===== src/rtl/camera_frame_writer.sv =====
// Packs camera bytes into 32-bit words, buffers them and streams them as sequential writes to the memory manager.
// Define FRAME_WRITER_BYTESWAP_EN to place the first byte of each word in [31:24] instead of [7:0].
//
// state     | meaning
// IDLE      | waiting for arm
// ARMED     | waiting for a vsync rising edge
// CAPTURE   | packing bytes and pushing words into the FIFO
// DRAIN     | all frame words pushed, emptying the FIFO
// DONE      | one-cycle frame_done pulse
module camera_frame_writer #(
    parameter logic [17:0] BASE_ADDRESS = 18'h0,
    parameter int          FRAME_WORDS  = 19200,
    parameter int          FIFO_AW      = 4
) (
    input  logic        clk_sync,
    input  logic        rst,
    input  logic        arm,
    input  logic        vsync,
    input  logic        byte_valid,
    input  logic [7:0]  byte_in,
    input  logic        pause,
    output logic        wren,
    output logic [31:0] data_write,
    output logic [17:0] starting_address,
    output logic        busy,
    output logic        frame_done,
    output logic        overflow
);

    localparam int DEPTH = 1 << FIFO_AW;
    localparam int CW    = $clog2(FRAME_WORDS + 1);
    localparam logic [CW-1:0]      LAST_WORD = CW'(FRAME_WORDS - 1);
    localparam logic [FIFO_AW:0]   FULL_CNT  = (FIFO_AW + 1)'(DEPTH);

    typedef enum logic [2:0] {
        S_IDLE,
        S_ARMED,
        S_CAPTURE,
        S_DRAIN,
        S_DONE
    } state_t;

    state_t state, state_nxt;

    logic               vsync_prev;
    logic               vsync_rise;
    logic [31:0]        pack;
    logic [31:0]        pack_nxt;
    logic [1:0]         byte_cnt;
    logic               word_ready;
    logic [CW-1:0]      word_cnt;
    logic [31:0]        mem [DEPTH];
    logic [FIFO_AW-1:0] wr_ptr;
    logic [FIFO_AW-1:0] rd_ptr;
    logic [FIFO_AW:0]   fifo_cnt;
    logic               fifo_empty;
    logic               fifo_full;
    logic               push;
    logic               pop;
    logic               byte_take;
    logic               last_push;
    logic               start_frame;

    assign vsync_rise  = vsync & ~vsync_prev;
    assign fifo_empty  = (fifo_cnt == '0);
    assign fifo_full   = (fifo_cnt == FULL_CNT);
    assign pop         = !pause && !fifo_empty;
    // A pop in the same cycle frees the slot, so a push into a full FIFO still lands.
    assign push        = word_ready && (!fifo_full || pop);
    assign last_push   = word_ready && (word_cnt == LAST_WORD);
    assign byte_take   = (state == S_CAPTURE) && byte_valid && !last_push;
    assign start_frame = (state == S_IDLE) && arm;

`ifdef FRAME_WRITER_BYTESWAP_EN
    assign pack_nxt = {pack[23:0], byte_in};
`else
    assign pack_nxt = {byte_in, pack[31:8]};
`endif

    always_comb begin
        state_nxt  = state;
        busy       = 1'b0;
        frame_done = 1'b0;
        case (state)
            S_IDLE: begin
                if (arm) state_nxt = S_ARMED;
            end
            S_ARMED: begin
                busy = 1'b1;
                if (vsync_rise) state_nxt = S_CAPTURE;
            end
            S_CAPTURE: begin
                busy = 1'b1;
                if (last_push) state_nxt = S_DRAIN;
            end
            S_DRAIN: begin
                busy = 1'b1;
                // Leave once nothing is queued and the presented word (if any) is accepted now.
                if (fifo_empty && (!wren || !pause)) state_nxt = S_DONE;
            end
            S_DONE: begin
                frame_done = 1'b1;
                state_nxt  = S_IDLE;
            end
            default: state_nxt = S_IDLE;
        endcase
    end

    always_ff @(posedge clk_sync or posedge rst) begin
        if (rst) begin
            state      <= S_IDLE;
            vsync_prev <= 1'b0;
            pack       <= '0;
            byte_cnt   <= '0;
            word_ready <= 1'b0;
            word_cnt   <= '0;
            overflow   <= 1'b0;
        end else begin
            state      <= state_nxt;
            vsync_prev <= vsync;
            word_ready <= byte_take && (byte_cnt == 2'd3);
            if ((state == S_ARMED) && vsync_rise) begin
                byte_cnt <= '0;
            end else if (byte_take) begin
                pack     <= pack_nxt;
                byte_cnt <= byte_cnt + 2'd1;
            end
            if (start_frame) begin
                word_cnt <= '0;
            end else if (word_ready) begin
                word_cnt <= word_cnt + CW'(1);
            end
            if (start_frame) begin
                overflow <= 1'b0;
            end else if (word_ready && !push) begin
                overflow <= 1'b1;
            end
        end
    end

    always_ff @(posedge clk_sync) begin
        if (push) mem[wr_ptr] <= pack;
    end

    always_ff @(posedge clk_sync or posedge rst) begin
        if (rst) begin
            wr_ptr   <= '0;
            rd_ptr   <= '0;
            fifo_cnt <= '0;
        end else begin
            if (push) wr_ptr <= wr_ptr + FIFO_AW'(1);
            if (pop)  rd_ptr <= rd_ptr + FIFO_AW'(1);
            case ({push, pop})
                2'b10:   fifo_cnt <= fifo_cnt + (FIFO_AW + 1)'(1);
                2'b01:   fifo_cnt <= fifo_cnt - (FIFO_AW + 1)'(1);
                default: fifo_cnt <= fifo_cnt;
            endcase
        end
    end

    // When idle, wren drops but address and data stay put so the manager sees no new traffic.
    always_ff @(posedge clk_sync or posedge rst) begin
        if (rst) begin
            wren             <= 1'b0;
            data_write       <= '0;
            starting_address <= BASE_ADDRESS;
        end else begin
            if (!pause) begin
                wren <= !fifo_empty;
                if (pop) data_write <= mem[rd_ptr];
            end
            if (start_frame) begin
                starting_address <= BASE_ADDRESS;
            end else if (wren && !pause) begin
                starting_address <= starting_address + 18'd1;
            end
        end
    end

endmodule


===== config.mk =====
export PLATFORM = sky130hd
export DESIGN_NAME = camera_frame_writer
export DESIGN_NICKNAME = d
export VERILOG_FILES = /design/src/rtl/camera_frame_writer.sv
export SDC_FILE = /design/constraint.sdc
export NUM_CORES = 1
export LEC_CHECK = 0
export CAP_MARGIN = 40
export CORE_MARGIN = 10
export CORE_UTILIZATION = 33
export DETAILED_ROUTE_END_ITERATION = 10
export PLACE_DENSITY = 0.51
export SLEW_MARGIN = 20
export SYNTH_ARGS = -nofsm -noshare
export SYNTH_HDL_FRONTEND = slang
export SYNTH_SLANG_ARGS = --single-unit

===== constraint.sdc =====
create_clock -name clk_sync -period 5.36 [get_ports clk_sync]
set_clock_uncertainty 0.1 [all_clocks]
set_input_delay 0.536 -clock clk_sync [delete_from_list [all_inputs] [get_ports clk_sync]]
set_output_delay 0.536 -clock clk_sync [all_outputs]
set_load 0.01 [all_outputs]

==> impl_metrics.yaml <==
clock_tree:
  clockBufferDepth: 3
  clockRootBuffer: "clkbuf_16"
  cts_made_buffers: 70
  ctsResizeCount: 0
  clkLatencyLatePin_ps: 610
  path_clk_slew_ps: 60
  postCtsSetupBuffers: 0
  tritoncts: "done"
  cts.sinks: 631
  holdBufCountCts: 0
  cts_max_level: 3
timing:
  period_minus_slack_ps: 3127
  period_share_pct: 58.34
  rsz0062_at_grt: "false"
  slew_viol_final: 0
  relSlewSlack_pct: 44.40
  tightest_slew_ps: 834.0
  fmax_mhz: 319.8
  hold_viol_final: 0
  finalSetupTns_ps: 0
  setup_viol: 0
floorplan:
  die-area_sq_um: 85750
  io_pins: 68
  start_util_pct: 33.50
  fp.dieH_microns: 292.8
  placementRows: 99
  die_width_microns: 292.8
  coreArea_sq_um: 73330
setup_path:
  startpoint: "word_ready$_DFF_PP0_"
  startpoint_type: "register"
  crit_fanout: 20
  slowest_delay_ps: 710
  cp_data_arrival_time_ps: 3320
  crit_slowest_cell: "nor2_4"
  crit_buf_inv: 2
  cp.required_ps: 5550
  crit_family: "simple AND/OR/NAND/NOR gates"
  cp-end-kind: "register"
  crit_chain: "inv_1 -> a31oi_2 -> nand2_1 -> nor2_4 -> buf_4"
  critical_path_class: "reg -> reg"
  worstReg2RegStart: "word_ready$_DFF_PP0_"
logic_synthesis:
  synth_edf_count: 512
  ys_async_sr_fraction_pct: 18.86
  synth_ff_type: "edfxtp_1"
  ys_warn_count: 0
  synth.avg_cell_area_sq_um: 19.99
  synth_cells: 1229
  synth_seq_cells: 631
  mappedNetlistArea_sq_um: 24560
  synth_seq_area_share_pct: 74.71
  synth_cell_type_count: 57
  syn_nets: 1255
pwr:
  combPwrFrac_pct: 24.2
  clockPowerShare_pct: 29.2
  switching_share_pct: 30.72
  p_leak_nw: 9.711
  internal-power_mw: 10.90
  p_sw_mw: 4.834
  p_per_area_nw_per_um2: 538.4
  p_total_mw: 15.74
  ir_worst_vdd_mv: 0.2441
  seq_power_share_pct: 46.6
final_layout:
  final_nets: 1375
  antenna_cells: 0
  fin_util_pct: 39.86
  layout-drive-gt1-share_pct: 25.39
  area_growth_pct: 18.98
grt:
  antenna_found_initial: 1
  grt_max_degree: 66
  grt_pass1_vias: 12710
  grt_pass1_wl_microns: 88350
  grt_usage_pct: 13.89
  grt_overflow: 0
drt:
  avgRoutedWirePerCell_microns: 25.08
  vias: 12190
  dr.pass1.iters: 5
  ant_nets: 0
  wl_microns: 59320
  viasPerCell: 5.154
  drt_iter0_drc: 996
  drcViolationCount: 0
hold_path:
  hold_class: "in -> async"
place:
  dp_hpwl_microns: 37400
  io_buffers: 67
  place.gp.congestion: 0.7524
status:
  status: "finished clean"
run:
  timing.max_cap.violations: 0
==> state kept, by name, indices dropped and copies added (netlist names) <==
name / flops
mem: 512
data_write: 32
pack: 32
starting_address: 18
word_cnt: 15
fifo_cnt: 5
rd_ptr: 4
wr_ptr: 4
state: 3
byte_cnt: 2
overflow: 1
vsync_prev: 1
word_ready: 1
wren: 1
==> final timing paths <==
kind                                                    to  cells after the start  slack [ps]
worst max-delay path                  mem[12][6]$_DFFE_PP_                      5        2230
worst min-delay path                  pack[15]$_DFFE_PP0P_                      2         190
worst max register to register        mem[12][6]$_DFFE_PP_                      5        2230
worst min register to register     byte_cnt[0]$_DFFE_PP0P_                      1         390
max in group asynchronous       data_write[29]$_DFFE_PP0P_                      4        3800
min in group clk_sync                 vsync_prev$_DFF_PP0_                      1         370
==> kinds of logic (layout without fill, tap and decap cells) <==
family / after synthesis / after routing / synth area share (%)
flops: 631 / 631 / 74.71
mux: 207 / 207 / 15.66
simple gates: 157 / 157 / 3.397
compound gates: 117 / 117 / 3.102
buf+inv: 77 / 254 / 1.487
xor+xnor: 28 / 28 / 0.9983
fa+ha+maj: 12 / 12 / 0.6418
==> power groups by stage <==
stage                     sequential, mW  clock (mW)  combinational (mW)
after global placement              7.63           0                3.56
final                               7.33        4.60                3.81
after floorplan                     6.90           0                2.51
after CTS                           7.38        4.73                3.88
after detailed placement            7.47           0                3.88
after global routing                7.44        4.93                4.13
==> metal layers <==
metal  wire length (microns)  part of all wire [%]  GRT usage [%]  vias up
met5                       0                     0              0        -
met4                    1104                   1.9          3.546        0
met3                    2816                   4.7          2.670       75
met2                   28940                    49          22.48      272
met1                   26460                    45          19.03     6581
li1                        -                     -              -     5261
==> Yosys cell counts (all sizes together), types with 7 or more instances <==
library cell	instances	area share [%]
ha	11	0.56
mux2	58	3.1
buf	38	0.89
inv	13	0.20
nand2	37	0.57
o21ai	7	0.16
or4	8	0.26
mux2i	21	0.86
xnor2	14	0.50
clkbuf	26	0.40
dfrtp	119	12
o221ai	8	0.29
a21oi	36	0.73
nor2	44	0.67
edfxtp	512	63
xor2	14	0.50
nor3	7	0.14
nand3	10	0.22
o22ai	48	1.2
nand4	16	0.41
mux4	128	12
==> final cells by class <==
type                            instances  area, sq um
Fill cell                            6546        44100
Tap cell                              959         1200
Clock inverter                         26        203.9
Multi-Input combinational cell        521         5993
Sequential cell                       631        18360
Inverter                               13        53.80
Timing Repair Buffer                  112         1416
Clock buffer                          103         1999
==> stage by stage <==
stage          cell area, sq um  setup slack (ps)  hold WS (ps)  cells
2_1_floorplan             24560              1361         355.0   1229
3_3_place_gp              26490              1694         369.5   2214
3_5_place_dp              27000              1708         381.6   2234
4_1_cts                   29210              2238         159.2   2363
5_1_grt                   29230              2008         191.7   2365
6_report                  29230              2233         187.5   2365
==> layout by cell type (no fill, tap or decap), types with 3 or more instances in the layout <==
master | synthesis | routed
xnor2_1 | 14 | 14
a21oi_1 | 36 | 35
clkbuf_8 | 0 | 6
nand3_1 | 9 | 9
nand2_1 | 37 | 37
ha_1 | 11 | 11
dfrtp_1 | 119 | 116
buf_12 | 0 | 3
and4_1 | 4 | 4
buf_8 | 0 | 3
clkbuf_1 | 26 | 24
nor3_1 | 7 | 3
nand4_1 | 16 | 16
mux2_2 | 29 | 29
o221ai_1 | 8 | 8
nand2b_1 | 6 | 6
clkbuf_16 | 0 | 73
edfxtp_1 | 512 | 512
clkinv_1 | 0 | 9
clkinv_2 | 0 | 9
and3_1 | 5 | 5
inv_1 | 13 | 12
and2_1 | 4 | 4
buf_16 | 0 | 17
mux4_2 | 128 | 128
nor2_1 | 44 | 32
xor2_1 | 14 | 14
nor2_4 | 0 | 12
o31ai_1 | 6 | 6
o21ai_0 | 5 | 5
buf_4 | 5 | 20
mux2_4 | 27 | 27
mux2i_1 | 21 | 21
or4_1 | 7 | 7
inv_6 | 0 | 3
clkdlybuf4s50_1 | 0 | 67
nor3_2 | 0 | 4
o22ai_1 | 48 | 48
(Power assumes the default switching activity.)
